File: src/rtl/stage_memory.sv
// Memory stage: forwards ALU results and runs one load/store at a time on a req/gnt/rvalid data bus.
// Optional MEM_MISALIGN_TRAP_EN: drop misaligned half/word accesses and pulse mem_misalign instead.
module stage_memory #(
   parameter int DATA_W = 32
) (
   input  logic              clk,
   input  logic              rst_n,
   input  logic              ex_valid,
   output logic              ex_ready,
   input  logic [4:0]        ex_rd,
   input  logic [1:0]        ex_result_src,
   input  logic [2:0]        ex_funct3,
   input  logic [DATA_W-1:0] ex_alu_result,
   input  logic [DATA_W-1:0] ex_write_data,
   input  logic [DATA_W-1:0] ex_instr_addr_plus,
   input  logic              ex_wr_enable,
   input  logic              ex_mem_read,
   input  logic              ex_mem_write,
   output logic [4:0]        mem_rd,
   output logic [1:0]        mem_result_src,
   output logic [DATA_W-1:0] mem_alu_result,
   output logic [DATA_W-1:0] mem_read_data,
   output logic [DATA_W-1:0] mem_instr_addr_plus,
   output logic              mem_wr_enable,
   output logic              dmem_req,
   output logic              dmem_we,
   output logic [DATA_W-1:0] dmem_addr,
   output logic [DATA_W-1:0] dmem_wdata,
   output logic [3:0]        dmem_be,
   input  logic              dmem_gnt,
   input  logic              dmem_rvalid,
   input  logic [DATA_W-1:0] dmem_rdata,
   output logic              mem_misalign
);

   typedef enum logic [1:0] {IDLE = 2'd0, REQ = 2'd1, RSP = 2'd2} state_t;

   state_t            state, state_nxt;
   logic              xfer, is_mem, misal_trap, issue;
   logic              store_p0, wr_en_p0;
   logic [2:0]        funct3_p0;
   logic [1:0]        lane_p0;
   logic [DATA_W-1:0] wdata_p0;

   function automatic logic is_misaligned(input logic [2:0] f3, input logic [1:0] a);
      case (f3)
         3'b001, 3'b101: return a[0];
         3'b010:         return a != 2'b00;
         default:        return 1'b0;
      endcase
   endfunction

   function automatic logic [1:0] align_lane(input logic [2:0] f3, input logic [1:0] a);
      case (f3)
         3'b001, 3'b101: return {a[1], 1'b0};
         3'b010:         return 2'b00;
         default:        return a;
      endcase
   endfunction

   function automatic logic [DATA_W-1:0] load_format(input logic [2:0] f3, input logic [1:0] lane,
                                                     input logic [DATA_W-1:0] rdata);
      logic signed [7:0]  b;
      logic signed [15:0] h;
      b = rdata[{lane, 3'b000} +: 8];
      h = lane[1] ? rdata[31:16] : rdata[15:0];
      case (f3)
         3'b000:  return {{24{b[7]}}, b};
         3'b001:  return {{16{h[15]}}, h};
         3'b100:  return {24'd0, b};
         3'b101:  return {16'd0, h};
         default: return rdata;
      endcase
   endfunction

   function automatic logic [3:0] store_be(input logic [2:0] f3, input logic [1:0] lane);
      case (f3)
         3'b000:  return 4'b0001 << lane;
         3'b001:  return 4'b0011 << {lane[1], 1'b0};
         default: return 4'b1111;
      endcase
   endfunction

   function automatic logic [DATA_W-1:0] store_wdata(input logic [2:0] f3, input logic [DATA_W-1:0] d);
      case (f3)
         3'b000:  return {4{d[7:0]}};
         3'b001:  return {2{d[15:0]}};
         default: return d;
      endcase
   endfunction

   assign xfer   = ex_valid & ex_ready;
   assign is_mem = ex_mem_read | ex_mem_write;
   assign issue  = xfer & is_mem & ~misal_trap;

`ifdef MEM_MISALIGN_TRAP_EN
   assign misal_trap = xfer & is_mem & is_misaligned(ex_funct3, ex_alu_result[1:0]);

   always_ff @(posedge clk or negedge rst_n) begin
      if (!rst_n) mem_misalign <= 1'b0;
      else        mem_misalign <= misal_trap;
   end
`else
   assign misal_trap   = 1'b0;
   assign mem_misalign = 1'b0;
`endif

   always_ff @(posedge clk or negedge rst_n) begin
      if (!rst_n) state <= IDLE;
      else        state <= state_nxt;
   end

   always_comb begin
      state_nxt = state;
      case (state)
         IDLE:    if (issue) state_nxt = REQ;
         REQ:     if (dmem_gnt) state_nxt = RSP;
         RSP:     if (dmem_rvalid) state_nxt = IDLE;
         default: state_nxt = IDLE;
      endcase
   end

   always_comb begin
      ex_ready   = (state == IDLE);
      dmem_req   = (state == REQ);
      dmem_we    = dmem_req & store_p0;
      dmem_addr  = dmem_req ? {mem_alu_result[DATA_W-1:2], 2'b00} : '0;
      dmem_wdata = (dmem_req & store_p0) ? store_wdata(funct3_p0, wdata_p0) : '0;
      dmem_be    = dmem_req ? store_be(funct3_p0, lane_p0) : 4'b0000;
   end

   // ---- p0: access control captured at issue ----
   always_ff @(posedge clk or negedge rst_n) begin
      if (!rst_n) begin
         store_p0 <= 1'b0;
         wr_en_p0 <= 1'b0;
      end else if (issue) begin
         store_p0 <= ex_mem_write;
         wr_en_p0 <= ex_wr_enable;
      end
   end

   always_ff @(posedge clk) begin
      if (issue) begin
         funct3_p0 <= ex_funct3;
         lane_p0   <= align_lane(ex_funct3, ex_alu_result[1:0]);
         wdata_p0  <= ex_write_data;
      end
   end

   // ---- writeback-facing registers ----
   always_ff @(posedge clk or negedge rst_n) begin
      if (!rst_n) begin
         mem_rd              <= '0;
         mem_result_src      <= '0;
         mem_alu_result      <= '0;
         mem_read_data       <= '0;
         mem_instr_addr_plus <= '0;
         mem_wr_enable       <= 1'b0;
      end else begin
         mem_wr_enable <= 1'b0;
         if (xfer && !misal_trap) begin
            mem_rd              <= ex_rd;
            mem_result_src      <= ex_result_src;
            mem_alu_result      <= ex_alu_result;
            mem_instr_addr_plus <= ex_instr_addr_plus;
            mem_wr_enable       <= ex_wr_enable & ~is_mem;
            if (!is_mem) mem_read_data <= '0;
         end
         // rvalid only counts once the grant has moved us to RSP
         if (state == RSP && dmem_rvalid) begin
            mem_wr_enable <= wr_en_p0;
            mem_read_data <= store_p0 ? '0 : load_format(funct3_p0, lane_p0, dmem_rdata);
         end
      end
   end

endmodule

File: config.mk
export PLATFORM = sky130hd
export DESIGN_NAME = stage_memory
export DESIGN_NICKNAME = d
export VERILOG_FILES = /design/src/rtl/stage_memory.sv
export SDC_FILE = /design/constraint.sdc
export NUM_CORES = 1
export LEC_CHECK = 0
export ABC_AREA = 1
export BUFFER_PORTS_ARGS = -buffer_cell sky130_fd_sc_hd__buf_2
export CAP_MARGIN = 0
export CORE_UTILIZATION = 40
export CTS_CLUSTER_DIAMETER = 60
export CTS_CLUSTER_SIZE = 24
export DETAILED_ROUTE_END_ITERATION = 10
export GPL_TIMING_DRIVEN = 0
export PLACE_DENSITY = 0.82
export SYNTH_ARGS = -nofsm -noshare
export SYNTH_HDL_FRONTEND = slang
export SYNTH_SLANG_ARGS = --single-unit
File: constraint.sdc
create_clock -name clk -period 2.79 [get_ports clk]
set_input_delay 0.1395 -clock clk [delete_from_list [all_inputs] [get_ports clk]]
set_output_delay 0.1395 -clock clk [all_outputs]
set_load 0.02 [all_outputs]
==> flow_summary.yaml, run 1 <==
worst_hold_path:
  min_from: "ex_mem_read"
  hold_depth: 4
  hold_path_class: "input pin to flop"
critical_path:
  rrSetupSlack_ns: 0.44
  rr_worst_depth: 3
  endpoint_kind: "primary output"
  startpoint_type: "flop"
  crit_type: "flop to primary output"
  worstReg2RegStart: "state[1]"
  crit_path_end: "dmem_wdata[30]"
  arrival_ns: 2.32
  regToRegEndpoint: "wdata_p0[4]"
  crit_fanout: 9
  crit_start: "state[1]"
  cp_data_required_time_ns: 2.65
cts:
  post_cts_buffers: 0
  cts.sinks: 145
  cts_made_buffers: 17
  h-tree-depth: 4
  cts.path.max_buffers: 2
  cts_tree: "done"
  clockRootBuffer: "clkbuf_16"
  clock_latency_ns: 0.42
  cts.clk_slew.worst_paths_ns: 0.06
global_routing:
  grt_antenna_before_repair: 1
  gr-usage-all-layers_pct: 28.02
  grt-ovfl-total: 0
  grt_pass1_vias: 7040
  grt_max_degree: 66
  grt_pass1_wl_um: 35650
routing:
  wl_per_cell_um: 16.10
  routed_wirelength_um: 23880
  route.vias.total: 7316
  drc: 0
  first_pass_iters: 5
  final_antenna_net_count: 0
  viasPerCell: 4.933
  drt_iter0_markers: 599
floorplanning:
  boundaryPins: 322
  start_util_pct: 41.14
  die_area_um2: 16970
  die-height_um: 130.3
  coreArea_um2: 16000
  core.rowCount: 46
  die_width_um: 130.3
timing:
  drv_slew: 0
  min_period_ns: 2.462
  rsz0062_at_grt: "false"
  slew_headroom_pct: 43.57
  tightest_slew_ns: 0.8447
  clock.fmax_mhz: 406.3
  timing_hold_violations_final: 0
  fin_skew_ns: 0.01193
  holdWs_ns: 0.03676
  fin_crit_sh_pct: 88.23
  tns_ns: 0
  report.final.setup_viol: 0
synth:
  ys_seq_elements: 145
  ys.flop_type: "dfrtp_1"
  synth_top_family_by_area: "simple AND/OR/NAND/NOR gates"
  synthSimpleGateAreaFrac_pct: 25.79
  synth-compound-area-share_pct: 8.458
  synth_edf_count: 37
  async_flop_share_pct: 74.48
  synth_fa_ha_area_share_pct: 0
  synth-seq-area-share_pct: 57.94
  synth_area_per_cell_um2: 8.218
  synth_top_area_share_pct: 41.06
  synth_xor_area_share_pct: 0
  synthMuxAreaShare_pct: 0
  syn_area_um2: 6583
  synth_cells: 801
  ys_warn_count: 0
  ys_types: 27
  synth_area_leader_cell: "dfrtp_1"
  yosys-top-cells-area: "dfrtp_1 (41%), nand2_1 (17%), edfxtp_1 (17%), nor2_1 (6.4%), inv_1 (4.0%)"
power_and_ir_drop:
  finalPower_mw: 10.13
  peakVddDrop_mv: 0.6367
  p_leak_nw: 5.577
  p_per_area_nw_per_um2: 998.1
final_layout:
  design_area_um2: 10150
  multiInputGateArea_um2: 2266
  regArea_um2: 3814
  drive_gt1_share_pct: 30.41
  final_nets: 1399
  area_growth_pct: 54.23
  layout.cells.non_filler: 1483
  fillers: 1278
place:
  io_buffers: 318
  dpl-instance-area_um2: 8482
  routabilityCongestion: 0.8828
  hpwl_um: 15650
  dp.cells: 1338
run_status:
  status: "completed"
flow_run:
  maxCapViolCount: 0
## state kept, by name (all words and copies together), names as in the netlist
signal	cells
funct3_p0	3
lane_p0	2
mem_alu_result	32
mem_instr_addr_plus	32
mem_rd	5
mem_read_data	32
mem_result_src	2
mem_wr_enable	1
state	2
store_p0	1
wdata_p0	32
wr_en_p0	1
## routing by layer
| metal | track usage [%] | up-vias | wire [um] |
|---|---|---|---|
| met4 | 16.48 | 0 | 1128 |
| li1 | - | 3392 | - |
| met1 | 33.02 | 3341 | 9056 |
| met2 | 46.15 | 484 | 11580 |
| met3 | 7.380 | 99 | 2115 |
| met5 | 0 | - | 0 |
## metrics by stage
step	worst slack (ns)	utilization [%]
3_5_place_dp	0.01562	53.01
6_report	0.3285	63.45
3_3_place_gp	0.05527	52.82
4_1_cts	0.3687	63.43
2_1_floorplan	0.6468	-
5_1_grt	0.2025	63.45
## cell type report
class / instances / share of cell area [%]
plain buffers: 43 / 2.329
clock buffers: 18 / 4.227
flip-flops and latches: 145 / 37.56
clock inverters: 14 / 1.122
diodes: 1 / 0.02465
multi-input cells: 542 / 22.32
inverters: 73 / 2.736
well taps: 216 / 2.662
repair buffers: 431 / 27.02
## worst max-delay path, cell delays in order, from the launching register on
cell and delay, ns:
dfrtp_1 0.43, nor2_1 0.44, nand2_2 0.25, clkinv_1 0.25
o211ai_1 0.20, nor2_1 0.16, buf_2 0.18
## Yosys cell counts (2+ instances only)
cell type / count
o21ai_0: 49
o21ai_1: 7
edfxtp_1: 37
inv_2: 2
dfrtp_1: 108
nand3_1: 8
clkbuf_1: 16
nor2_1: 113
inv_1: 70
nand2_1: 298
nand2_2: 3
buf_4: 12
nand3_2: 2
o211ai_1: 15
buf_2: 11
nor3_1: 8
buf_6: 2
a21oi_1: 31
## how the worst min path moves through the flow
| stage | end | slack (ns) |
|---|---|---|
| floorplan | mem_alu_result[0] | -0.16 |
| global placement | wdata_p0[13] | 0.32 |
| detailed placement | mem_read_data[30] | 0.19 |
| CTS | mem_wr_enable | 0.02 |
| global route | mem_wr_enable | 0.03 |
| finish | mem_wr_enable | 0.04 |
## where the power goes
group          total, mW  internal [mW]  switching [mW]
Combinational       4.48           1.41            3.08
Sequential          3.53           3.03           0.499
Clock               2.13           1.22           0.903
Total               10.1           5.65            4.48
## cells by family after synthesis
kind of cell           count (synthesis)
AND/OR/NAND/NOR                      436
flip-flops                           145
buffers and inverters                116
AO/OA/AOI/OAI                        103
other                                  1
## repair_timing
item / in CTS / in global routing
hold buffers: 112 / 0
hold endpoints to repair: 154 / 0
endpoints found under the setup margin: 37 / 0
resized for setup: 1 / 0
## placed cells by master, fill, tap and decap left out, types with 4 or more instances in the layout
cell,count
buf_4,13
dlygate4sd3_1,112
inv_1,69
clkbuf_16,17
nand3_1,8
clkinv_1,4
nor3_1,8
nor2_1,113
a21oi_1,31
nand2_1,298
clkbuf_1,17
o21ai_0,49
o21ai_1,7
buf_2,328
o211ai_1,15
dfrtp_1,108
edfxtp_1,37
Note: power is estimated with default switching activity, not from simulation.
==> run 2, diff against run 1 <==
==> constraint.sdc (replaced) <==
create_clock -name clk -period 2.79 [get_ports clk]
set_input_delay 0.4185 -clock clk [delete_from_list [all_inputs] [get_ports clk]]
set_output_delay 0.4185 -clock clk [all_outputs]
set_load 0.02 [all_outputs]
==> flow_summary.yaml, run 2 (synthesis results as in run 1) <==
routing:
  first_pass_iters: 5
  drc: 0
  final_antenna_net_count: 0
  wl_per_cell_um: 14.88
  viasPerCell: 4.778
  drt_iter0_markers: 434
  route.vias.total: 6546
  routed_wirelength_um: 20380
cts:
  cts_made_buffers: 17
  clockRootBuffer: "clkbuf_16"
  cts.clk_slew.worst_paths_ns: 0.06
  cts.sinks: 145
  clock_latency_ns: 0.41
  cts_tree: "done"
  h-tree-depth: 4
  cts_hold_buf: 0
  cts.path.max_buffers: 2
critical_path:
  cp_data_required_time_ns: 2.37
  rrSetupSlack_ns: 0.47
  rr_worst_depth: 3
  endpoint_kind: "primary output"
  crit_type: "flop to primary output"
  crit_fanout: 10
  arrival_ns: 2.19
  startpoint_type: "flop"
timing:
  report.final.setup_viol: 0
  min_period_ns: 2.609
  tightest_slew_ns: 0.8247
  slew_headroom_pct: 44.90
  fin_crit_sh_pct: 93.53
  clock.fmax_mhz: 383.2
  holdWs_ns: 0.01860
  rsz0062_at_grt: "false"
  timing_hold_violations_final: 0
  worst_slack_ns: 0.1806
  drv_slew: 0
  fin_skew_ns: 0.009823
final_layout:
  antenna_cells: 0
  layout_common_cells: "buf_2 (328), nand2_1 (298), nor2_1 (112), dfrtp_1 (108), inv_1 (69)"
  area_growth_pct: 37.20
  final_common_cell: "buf_2"
  final_nets: 1287
  multiInputGateArea_um2: 2268
  fillers: 1448
  drive_gt1_share_pct: 33.45
  final_core_util_pct: 56.44
  regArea_um2: 3814
flow_run:
  maxCapViolCount: 0
floorplanning:
  die-height_um: 130.3
  die_width_um: 130.3
  die_area_um2: 16970
  boundaryPins: 322
  start_util_pct: 41.14
  coreArea_um2: 16000
  core.rowCount: 46
global_routing:
  grt_pass1_wl_um: 30460
  grt_pass1_vias: 5950
  grt_antenna_before_repair: 1
  gr-usage-all-layers_pct: 23.91
  grt_max_degree: 66
  grt-ovfl-total: 0
place:
  hpwl_um: 15650
  io_buffers: 318
  routabilityCongestion: 0.8828
  place_ws_ns: -0.01121
power_and_ir_drop:
  p_leak_nw: 5.108
  p_per_area_nw_per_um2: 1089
  peakVddDrop_mv: 0.6179
  finalPower_mw: 9.836
run_status:
  status: "completed"
worst_hold_path:
  hold_path_class: "input pin to async pin"
## run 2: final cells by class
type / count / area share [%]
plain buffers: 43 / 2.618
clock buffers: 18 / 4.752
clock inverters: 14 / 1.261
inverters: 73 / 3.076
multi-input cells: 542 / 25.12
flip-flops and latches: 145 / 42.23
well taps: 216 / 2.993
repair buffers: 319 / 17.96
## run 2: what timing repair did
| item | 4_1_cts | 5_1_grt |
|---|---|---|
| hold endpoints to repair | 0 | 0 |
| endpoints found under the setup margin | 37 | 3 |
| setup buffers | 0 | 0 |
| resized for setup | 1 | 1 |
## run 2: routing by layer
layer / part of all wire, % / track usage (%) / up-vias / wire (um)
met2: 49 / 39.80 / 329 / 9951
li1: - / - / 3172 / -
met1: 41 / 29.75 / 2999 / 8413
met4: 2.5 / 10.47 / 2 / 512
met5: 0.064 / 0 / - / 13
met3: 7.3 / 5.494 / 44 / 1493
## run 2: final timing paths
| path | startpoint | to |
|---|---|---|
| setup / recovery | funct3_p0[1] | dmem_wdata[9] |
| hold / removal | rst_n | mem_read_data[30] |
| setup reg to reg | state[1] | wdata_p0[10] |
| hold reg to reg | mem_instr_addr_plus[23] | mem_instr_addr_plus[23] |
| max in group asynchronous | rst_n | mem_instr_addr_plus[26] |
| min in group clk | ex_write_data[28] | wdata_p0[28] |
## run 2: critical path, cell delays in order (launching register included)
cell and delay (ns):
edfxtp_1 0.40, buf_6 0.16, inv_1 0.08, buf_4 0.18, nand2_1 0.10, buf_2 0.18
nor2_1 0.19, nand2_1 0.11, o211ai_1 0.13, nor2_1 0.09, buf_2 0.17
## run 2: power breakdown
group / switching [mW] / total [mW] / internal, mW / leakage (nW)
sequential: 0.470 / 3.50 / 3.03 / 1.72
clock: 0.893 / 2.11 / 1.22 / 0.264
combinational: 2.93 / 4.23 / 1.30 / 3.13
total: 4.29 / 9.84 / 5.55 / 5.11
## run 2: through the flow
stage,area (um^2),TNS [ns],cells
after global routing,9031,0,1370
after detailed placement,8482,-0.3558,1338
final,9031,0,1370
after floorplan,6590,0,803
after CTS,9029,0,1370
after global placement,8452,0,1337
==> run 3, diff against run 2 <==
- CTS_BUF_LIST: unset -> sky130_fd_sc_hd__clkbuf_8
- HOLD_SLACK_MARGIN: unset -> 0.08
==> flow_summary.yaml, run 3 (synthesis results as in run 1) <==
routing:
  route.vias.total: 6547
  first_pass_iters: 5
  routed_wirelength_um: 20310
  wl_per_cell_um: 14.82
  drt_iter0_markers: 443
  route.met2.wl_um: 9882
  drc: 0
  final_antenna_net_count: 0
  top_layer: "met5"
  dr_wl_met3_um: 1774
  wl_met1_um: 8114
  viasPerCell: 4.775
timing:
  report.final.setup_viol: 0
  rsz0062_at_grt: "false"
  drv_slew: 0
  slew_headroom_pct: 44.34
  tns_ns: 0
  clock.fmax_mhz: 384.0
  timing_hold_violations_final: 0
  fin_skew_ns: 0.009909
  tightest_slew_ns: 0.8331
  fin_crit_sh_pct: 93.35
  min_period_ns: 2.604
  holdWs_ns: 0.1502
critical_path:
  cp_slowest_cell: "edfxtp_1"
  rrSetupSlack_ns: 0.46
  cp_data_required_time_ns: 2.37
  startpoint_type: "flop"
  rr_worst_depth: 3
  crit_family: "buffers and inverters"
  crit_chain: "buf_6, inv_1, buf_4, nand2_1, buf_2, nor2_1, nand2_1, o211ai_1, nor2_1, buf_2"
  path_buf_inv: 5
  crit_type: "flop to primary output"
  cpPeakStageDelay_ns: 0.40
  worstReg2RegStart: "state[1]"
  regToRegEndpoint: "wdata_p0[2]"
  crit_fanout: 10
  endpoint_kind: "primary output"
  arrival_ns: 2.19
cts:
  clockRootBuffer: "clkbuf_8"
  h-tree-depth: 4
  cts.clk_slew.worst_paths_ns: 0.08
  cts.path.max_buffers: 2
  cts_made_buffers: 17
  post_cts_buffers: 0
  cts_tree: "done"
  clock_latency_ns: 0.44
  cts.sinks: 145
place:
  dpl-instance-area_um2: 8482
  routabilityCongestion: 0.8828
  dp.cells: 1338
  hpwl_um: 15650
  io_buffers: 318
floorplanning:
  coreArea_um2: 16000
  die_width_um: 130.3
  die_area_um2: 16970
  core.rowCount: 46
  die-height_um: 130.3
  start_util_pct: 41.14
  boundaryPins: 322
final_layout:
  final_common_cell: "buf_2"
  final_nets: 1288
  drive_gt1_share_pct: 33.42
  layout.cells.non_filler: 1371
  design_area_um2: 8850
  antenna_cells: 0
  area_growth_pct: 34.44
  layout_common_cells: "buf_2 (328), nand2_1 (298), nor2_1 (112), dfrtp_1 (108), inv_1 (70)"
  final_core_util_pct: 55.31
worst_hold_path:
  hold_path_end: "wdata_p0[30]"
  hold_path_class: "input pin to flop"
  hold_depth: 1
  min_from: "ex_write_data[30]"
global_routing:
  gr-usage-all-layers_pct: 23.80
  grt-ovfl-total: 0
  grt_pass1_wl_um: 30370
  grt_pass1_vias: 5897
  grt_max_degree: 66
  grt_antenna_before_repair: 1
power_and_ir_drop:
  p_per_area_nw_per_um2: 1043
  p_sw_share_pct: 45.68
  seqPwrFrac_pct: 37.8
  power.internal_mw: 5.015
  pwr-share-comb_pct: 45.8
  peakVddDrop_mv: 0.6045
  p_clk_share_pct: 16.4
  p_leak_nw: 5.029
  p_switching_mw: 4.217
run_status:
  status: "completed"
flow_run:
  maxCapViolCount: 0
[run 3: cell count changes in the layout (fill, tap and decap cells not counted)]
cell / before / now
dlygate4sd3_1: 0 / 1
clkbuf_8: 0 / 17
inv_1: 69 / 70
clkbuf_1: 17 / 16
clkbuf_16: 17 / 0
[run 3: how the worst max path moves through the flow]
stage | endpoint | slack (ns) | from | cells past startpoint
2_1_floorplan | dmem_wdata[22] | 0.59 | state[1] | 4
3_3_place_gp | wdata_p0[6] | 0.01 | ex_valid | 4
3_5_place_dp | wdata_p0[7] | -0.01 | ex_valid | 4
4_1_cts | dmem_addr[25] | 0.05 | state[1] | 5
5_1_grt | dmem_wdata[14] | 0.01 | funct3_p0[1] | 10
6_report | dmem_wdata[30] | 0.19 | funct3_p0[1] | 10
[run 3: area by class of cell]
type,instances,area (um^2)
Clock inverter,15,117.6
Sequential cell,145,3814
Tap cell,216,270.3
Fill cell,1474,7151
Clock buffer,17,234.0
Multi-Input combinational cell,542,2268
Inverter,73,277.8
Timing Repair Buffer,320,1632
Buffer,43,236.5
[run 3: power groups by stage]
| stage | registers [mW] | logic, mW | clock network [mW] |
|---|---|---|---|
| final | 3.49 | 4.22 | 1.52 |
| after global routing | 3.58 | 4.63 | 1.65 |
| after CTS | 3.48 | 4.25 | 1.57 |
| after detailed placement | 3.49 | 4.25 | 0 |
| after global placement | 3.48 | 4.15 | 0 |
| after floorplan | 4.34 | 1.74 | 0 |
[run 3: routing by layer]
metal,global-route usage [%],up-vias
met1,29.87,2975
met4,10.05,2
met5,0,-
met3,5.166,44
met2,39.71,361
li1,-,3165
[run 3: repair_timing]
action	in CTS	in global routing
endpoints found under the hold margin	43	0
gates resized for setup	1	1
hold buffers	1	0
setup endpoints to repair	34	12
[run 3: through the flow]
stage	worst slack, ns	power [mW]
after floorplan	0.5864	6.081
final	0.1856	9.232
after CTS	0.04690	9.296
after global routing	0.01116	9.862
after detailed placement	-0.01121	7.740
after global placement	0.01423	7.635
[run 3: worst reg2reg max path, cell delays in order (launching register included)]
cell and delay [ns]:
dfrtp_1 0.44, nor3b_2 0.48, o21ai_0 0.35, clkinvlp_4 0.66
